--- src/rtl/acl_fifo_pkg.sv ---
// rtl/acl_fifo_pkg.sv - shared constants for the ACL FIFO wrappers
package acl_fifo_pkg;

  localparam int ECC_FATAL_BIT  = 0;
  localparam int ECC_CORR_BIT   = 1;
  localparam int RD_LATENCY_MAX = 2;

endpackage

--- src/rtl/acl_scfifo_rd_stream.sv ---
// rtl/acl_scfifo_rd_stream.sv - credit-based read-side adapter turning a normal-mode scfifo into a ready/valid stream
module acl_scfifo_rd_stream
  import acl_fifo_pkg::*;
#(
  parameter int WIDTH      = 64,
  parameter int RD_LATENCY = 1,
  parameter int BUF_DEPTH  = 4
) (
  input  logic                           clock,
  input  logic                           aclr,
  input  logic                           sclr,
  input  logic                           fifo_empty,
  input  logic [WIDTH-1:0]               fifo_q,
  input  logic [1:0]                     fifo_ecc_status,
  output logic                           fifo_rdreq,
  output logic                           o_valid,
  output logic [WIDTH-1:0]               o_data,
  input  logic                           i_ready,
  output logic                           o_ecc_fatal,
  output logic                           o_ecc_corrected,
  output logic [$clog2(BUF_DEPTH+1)-1:0] o_occupancy
);

  localparam int PTR_W = (BUF_DEPTH > 1) ? $clog2(BUF_DEPTH) : 1;
  localparam int CNT_W = $clog2(BUF_DEPTH + 1);
  localparam int CRD_W = CNT_W + 1;

  logic [PTR_W-1:0]      r_rd_ptr;
  logic [PTR_W-1:0]      r_wr_ptr;
  logic [CNT_W-1:0]      r_count;
  logic [RD_LATENCY-1:0] r_inflight;
  logic                  r_ecc_fatal;
  logic                  r_ecc_corrected;
  logic [WIDTH-1:0]      r_buf [BUF_DEPTH];

  logic                  w_pop;
  logic                  w_capture;
  logic [CRD_W-1:0]      w_inflight_cnt;
  logic [CRD_W-1:0]      w_credits;
  logic [CRD_W-1:0]      w_credits_after_pop;

  function automatic logic [PTR_W-1:0] next_ptr(input logic [PTR_W-1:0] ptr);
    return (ptr == PTR_W'(BUF_DEPTH - 1)) ? '0 : ptr + 1'b1;
  endfunction

  always_comb begin
    w_inflight_cnt = '0;
    for (int i = 0; i < RD_LATENCY; i++) begin
      w_inflight_cnt = w_inflight_cnt + CRD_W'(r_inflight[i]);
    end
  end

  // Every issued read already owns a buffer slot, so the buffer can never overflow.
  assign w_pop               = o_valid && i_ready;
  assign w_capture           = r_inflight[RD_LATENCY-1];
  assign w_credits           = CRD_W'(r_count) + w_inflight_cnt;
  assign w_credits_after_pop = w_credits - CRD_W'(w_pop);
  assign fifo_rdreq          = !aclr && !sclr && !fifo_empty &&
                               (w_credits_after_pop < CRD_W'(BUF_DEPTH));

  always_ff @(posedge clock or posedge aclr) begin
    if (aclr) begin
      r_rd_ptr        <= '0;
      r_wr_ptr        <= '0;
      r_count         <= '0;
      r_inflight      <= '0;
      r_ecc_fatal     <= 1'b0;
      r_ecc_corrected <= 1'b0;
    end else if (sclr) begin
      r_rd_ptr        <= '0;
      r_wr_ptr        <= '0;
      r_count         <= '0;
      r_inflight      <= '0;
      r_ecc_fatal     <= 1'b0;
      r_ecc_corrected <= 1'b0;
    end else begin
      r_inflight <= RD_LATENCY'({r_inflight, fifo_rdreq});
      if (w_capture) begin
        r_wr_ptr        <= next_ptr(r_wr_ptr);
        r_ecc_corrected <= fifo_ecc_status[ECC_CORR_BIT];
        if (fifo_ecc_status[ECC_FATAL_BIT]) begin
          r_ecc_fatal <= 1'b1;
        end
      end
      if (w_pop) begin
        r_rd_ptr <= next_ptr(r_rd_ptr);
      end
      case ({w_capture, w_pop})
        2'b10:   r_count <= r_count + 1'b1;
        2'b01:   r_count <= r_count - 1'b1;
        default: r_count <= r_count;
      endcase
    end
  end

  // Data storage is deliberately unreset; o_valid qualifies it.
  always_ff @(posedge clock) begin
    if (w_capture && !sclr && !aclr) begin
      r_buf[r_wr_ptr] <= fifo_q;
    end
  end

  assign o_valid         = (r_count != '0);
  assign o_data          = r_buf[r_rd_ptr];
  assign o_ecc_fatal     = r_ecc_fatal;
  assign o_ecc_corrected = r_ecc_corrected;
  assign o_occupancy     = r_count;

  always @(posedge clock) begin
    if (!aclr) begin
      assert (RD_LATENCY >= 1 && RD_LATENCY <= RD_LATENCY_MAX &&
              BUF_DEPTH > RD_LATENCY && BUF_DEPTH <= 16);
      assert (w_credits <= CRD_W'(BUF_DEPTH));
    end
  end

endmodule
--- config.mk ---
export PLATFORM = sky130hd
export DESIGN_NAME = acl_scfifo_rd_stream
export DESIGN_NICKNAME = d
export VERILOG_FILES = /design/src/rtl/acl_fifo_pkg.sv /design/src/rtl/acl_scfifo_rd_stream.sv
export SDC_FILE = /design/constraint.sdc
export NUM_CORES = 1
export LEC_CHECK = 0
export ABC_AREA = 1
export BUFFER_PORTS_ARGS = -buffer_cell sky130_fd_sc_hd__clkbuf_2
export CORE_ASPECT_RATIO = 1.1
export CORE_UTILIZATION = 55
export DETAILED_ROUTE_END_ITERATION = 10
export PLACE_DENSITY_LB_ADDON = 0.1
export SYNTH_ARGS = -nofsm -noshare
export SYNTH_HDL_FRONTEND = slang
export SYNTH_SLANG_ARGS = --single-unit
--- constraint.sdc ---
create_clock -name clock -period 5.7 [get_ports clock]
set_input_delay 0 -clock clock [delete_from_list [all_inputs] [get_ports clock]]
set_output_delay 0 -clock clock [all_outputs]
set_load 0.005 [all_outputs]
Yosys cells after proc, flatten, opt, wreduce, memory -nomap -nowiden

Memories as Yosys holds them, arrays and structs flattened.
Index checks and enable logic that the tools add are counted.

Register bits after elaboration: 10
Latch bits: 0
Bits in writable memories: 256
Bits in read-only memories: 0
Bits of input ports: 71
Memories kept: 1

$add $sub $neg: 6
Multiply operators: 0
Divide/modulo/power cells: 0
Magnitude comparators: 1
Equal/unequal tests: 4
Shifts and indexed selects: 0
Multiplexer cells: 16
Bitwise logic cells: 0
Reduce and logical (&&, ||, !) cells: 15

Memories:

| memory | depth | width | read ports | clocked after memory_dff | write ports | line                       | RTL |
|---|---|---|---|---|---|---|---|
| r_buf  | 4     | 64    | 1          | 0                        | 1           | acl_scfifo_rd_stream.sv:34 | `logic [WIDTH-1:0] r_buf [BUF_DEPTH];` |

Operators with widths:

| kind                  | number |
|---|---|
| $mux W2               | 6 |
| $mux W1               | 8 |
| $eq A2 B2 Y1 const B  | 3 |
| $logic_and A1 B1 Y1   | 6 |
| $pmux W3 S2           | 1 |
| $reduce_bool A2 Y1    | 3 |
| $reduce_bool A3 Y1    | 2 |
| $add A2 B1 Y2 const B | 2 |
| $add A3 B1 Y4         | 1 |
| $lt A4 B3 Y1 const B  | 1 |
| $sub A4 B1 Y4         | 1 |
| $add A3 B1 Y3 const B | 1 |
| $logic_not A1 Y1      | 3 |
| $mux W3               | 1 |
| $sub A3 B1 Y3 const B | 1 |
| $eq A2 B1 Y1 const B  | 1 |
| $reduce_and A2 Y1     | 1 |

Logic depth before layout (Yosys ltp)

Depth in word-level cells: 6
Gate-level depth with buffers: 10
Gate-level depth less buffers: 10

Worst setup path before layout

OpenSTA, ideal clock, no wires.

Kind: reg-to-reg
Start: reg r_inflight
End: mem r_buf[0][0], enable pin
Library setup time: 0.486 ns
Arrival: 3.515 ns
Data required time: 5.214 ns
Setup slack: 1.698 ns
Cell stages (with the launch flop): 5
Path buffers: 0
Clock period less this slack: 4.002 ns
Cells stage by stage: dfrtp_1 -> inv_1 -> nor2_1 -> nand2_1 -> nor2_1

Word-level cells in the longest chain between the ends: 4

RTL lines:

| what                              | line                       | RTL |
|---|---|---|
| start, declared                   | acl_scfifo_rd_stream.sv:31 | `logic [RD_LATENCY-1:0] r_inflight;` |
| start signal, assigned            | acl_scfifo_rd_stream.sv:77 | `r_inflight <= RD_LATENCY'({r_inflight, fifo_rdreq});` |
| $logic_and A1 B1 Y1 (2 in series) | acl_scfifo_rd_stream.sv:98 | `if (w_capture && !sclr && !aclr) begin` |
| $mux W1                           | acl_scfifo_rd_stream.sv:98 |  |
| $mux W1 (not written as such)     | acl_scfifo_rd_stream.sv:99 | `r_buf[r_wr_ptr] <= fifo_q;` |
| end, declared                     | acl_scfifo_rd_stream.sv:34 |  |

No other way between the ends.

Worst setup path in the final report

Start: reg r_rd_ptr[0]
End: out o_data[30]

Word-level cells in the longest chain between the ends: 1

RTL lines:

| what                   | line                       | RTL |
|---|---|---|
| start, declared        | acl_scfifo_rd_stream.sv:28 | `logic [PTR_W-1:0] r_rd_ptr;` |
| start signal, assigned | acl_scfifo_rd_stream.sv:86 | `r_rd_ptr <= next_ptr(r_rd_ptr);` |
| $mem_v2 Z4 W64         | --                         |  |
| end, declared          | acl_scfifo_rd_stream.sv:17 | `output logic [WIDTH-1:0] o_data,` |

No other way between the ends.

==> impl_metrics.yaml <==
run_status:
  status: "complete, no violations"
pwr:
  ir_worst_vdd_mv: 0.265
  comb_power_share: 0.178
  seqPwrFrac: 0.488
  power.share.clock: 0.334
  p_int_mw: 3.37
  power.density_nw_per_um2: 367
  finalPower_mw: 4.58
  p_leak_nw: 4.50
  p_sw_mw: 1.21
  swShare: 0.265
layout:
  final_nets: 989
  nFillCells: 1196
  diodes: 0
  area_delta_synth_final_pct: 24.1
  multiInputGateArea_um2: 1930
  drive_gt1_frac: 0.211
  seq_area_um2: 7940
clocking:
  cts_setup_buffers: 0
  cts_made_buffers: 26
  cts_tree: "yes"
  clockBufferDepth: 3
  cts_sinks: 266
  htree_levels: 1
  ctsResizeCount: 0
  clkLatencyLatePin_ns: 0.51
  root_buffer: "clkbuf_16"
  cts.clk_slew.worst_paths_ns: 0.06
yosys:
  post_synth.cell_area_avg_um2: 14.3
  ys_top_cells_by_count: "256 x edfxtp_1, 136 x nor2_1, 133 x o21ai_0"
  async_reset_ff_frac: 0.0376
  synth-main-ff-cell: "edfxtp_1"
  synth_top_area_frac: 0.763
  ys_seq_area_frac: 0.788
  synth_area_um2: 10100
  netlist.top_cell.by_area: "edfxtp_1"
  ys_top_cells_by_area: "edfxtp_1 76%, o21ai_0 6.6%, nor2_1 5.1%, o22ai_1 4.0%, dfrtp_1 2.5%"
  synth_most_common_cell: "edfxtp_1"
  synth-seq-cells: 266
  syn-num-nets: 780
  ys_warn_count: 0
  netlist_instances: 702
  ys_types: 26
  synth-edff-count: 256
timing:
  hold_violations: 0
  min_period_ns: 3.40
  fmax_mhz: 294
  maxSlewViolCount: 0
  setup_tns_ns: 0
  slew_headroom: 0.178
  skew_ns: 0.00658
  finalSetupViolCount: 0
  period_share: 0.596
  hold_slack_ns: 0.0269
  worst_pin_slew_ns: 1.23
  rsz0062_at_grt: "false"
detailed_routing:
  wl_per_cell_um: 18.4
  drtPass1Iterations: 4
  wl_um: 21400
  drcViolationCount: 0
  vias: 6441
  postRouteAntennaNets: 0
  drtIter0Drc: 453
  via_per_inst: 5.51
floorplan:
  ioPinCount: 142
  die-area_um2: 18900
  start_util: 0.566
  die_h_um: 144
  die_w_um: 131
  core_um2: 17800
  std_cell_rows: 51
critical_path:
  crit_fanout: 87
  reg2reg_to: "r_rd_ptr[0]"
  r2r_start: "r_rd_ptr[0]"
  worst_ep_required_time_ns: 5.70
  cp.arrival_ns: 3.40
  reg2reg_depth: 6
  r2r_slack_ns: 2.66
  path_class: "flop to output pin"
  endpoint_kind: "output pin"
  startpoint_type: "flop"
placement:
  gp_congestion: 0.754
  port_buffers: 141
  dp_hpwl_um: 11600
global_routing:
  antenna_found_initial: 0
  grt_pass1_wl_um: 33000
  grtUsageTotal: 0.231
  grt_max_degree: 88
  grt_pass1_vias: 6447
  overflow: 0
flow_run:
  maxCapViolations: 0
min_path:
  hp-class: "input pin to asynchronous set/reset pin"
==> worst max-delay path, stage by stage, from the launching register on <==
cell	delay [ns]
dfrtp_4	0.72
clkinv_2	0.99
buf_4	0.63
o21ai_0	0.24
o22ai_1	0.13
clkbuf_2	0.13
==> power by group through the flow <==
stage | Clock, mW | Sequential [mW] | Combinational [mW]
6_report | 1.53 | 2.24 | 0.816
5_1_grt | 1.63 | 2.24 | 0.910
4_1_cts | 1.56 | 2.24 | 0.820
3_5_place_dp | 0 | 2.28 | 0.772
3_3_place_gp | 0 | 2.27 | 0.743
2_1_floorplan | 0 | 2.25 | 0.476
==> flip-flops by register name, indices dropped and copies added (netlist names) <==
signal           cells
r_buf              256
o_occupancy          3
r_rd_ptr             2
r_wr_ptr             2
o_ecc_corrected      1
o_ecc_fatal          1
r_inflight           1
==> routing by layer <==
layer / GRT usage / wire length (um) / vias to the layer above
li1: - / - / 3038
met1: 0.303 / 9010 / 3177
met2: 0.399 / 10900 / 196
met3: 0.0354 / 1150 / 30
met4: 0.0702 / 399 / 0
met5: 0 / 0 / -
==> through the flow <==
step,util,area (um^2),instances,worst slack [ns]
floorplan,-,10100,702,1.70
global placement,0.617,11000,1046,2.69
detailed placement,0.617,11000,1046,2.63
CTS,0.702,12500,1168,2.28
global route,0.702,12500,1168,2.08
finish,0.702,12500,1168,2.30
==> kinds of logic after synthesis <==
group,Yosys count,share of synthesized area
buffers and inverters,59,0.0235
AND/OR/NAND/NOR,165,0.0682
AO/OA/AOI/OAI,203,0.109
adder cells (fa/ha/maj),7,0.00944
flip-flops,266,0.788
XOR/XNOR,2,0.00174
==> how the worst max path moves through the flow <==
| stage | start | to | slack [ns] | cells past startpoint |
|---|---|---|---|---|
| floorplan | r_inflight | r_buf[0][0] | 1.70 | 4 |
| global placement | r_inflight | r_buf[3][38] | 2.69 | 5 |
| detailed placement | r_inflight | r_buf[3][36] | 2.63 | 5 |
| CTS | r_rd_ptr[0] | o_data[30] | 2.28 | 5 |
| global route | r_rd_ptr[0] | o_data[26] | 2.08 | 5 |
| finish | r_rd_ptr[0] | o_data[30] | 2.30 | 5 |
==> cells in the final DEF, fill, tap and decap left out, types with 2 or more instances in the layout <==
master           n
edfxtp_1       256
clkbuf_2       141
o21ai_0        133
nor2_1         132
dlygate4sd3_1   75
o22ai_1         64
clkbuf_16       27
inv_1           13
nand2_1         12
clkbuf_1        12
nand3_1          8
dfrtp_1          8
buf_4            7
clkinv_2         6
ha_1             6
nand2_4          4
clkinv_1         4
a21oi_1          4
nor2_4           4
inv_2            2
==> cell type report <==
| class | count | share of cell area |
|---|---|---|
| clock buffers | 39 | 0.0577 |
| clock inverters | 8 | 0.00290 |
| inverters | 17 | 0.00520 |
| multi-input cells | 377 | 0.154 |
| flip-flops and latches | 266 | 0.635 |
| well taps | 238 | 0.0238 |
| repair buffers | 223 | 0.121 |
==> what timing repair did <==
item                       CTS  global route
hold buffers                75             0
hold endpoints to repair   276             0
setup endpoints to repair    0             0
Power figures use the tool's default switching activity.
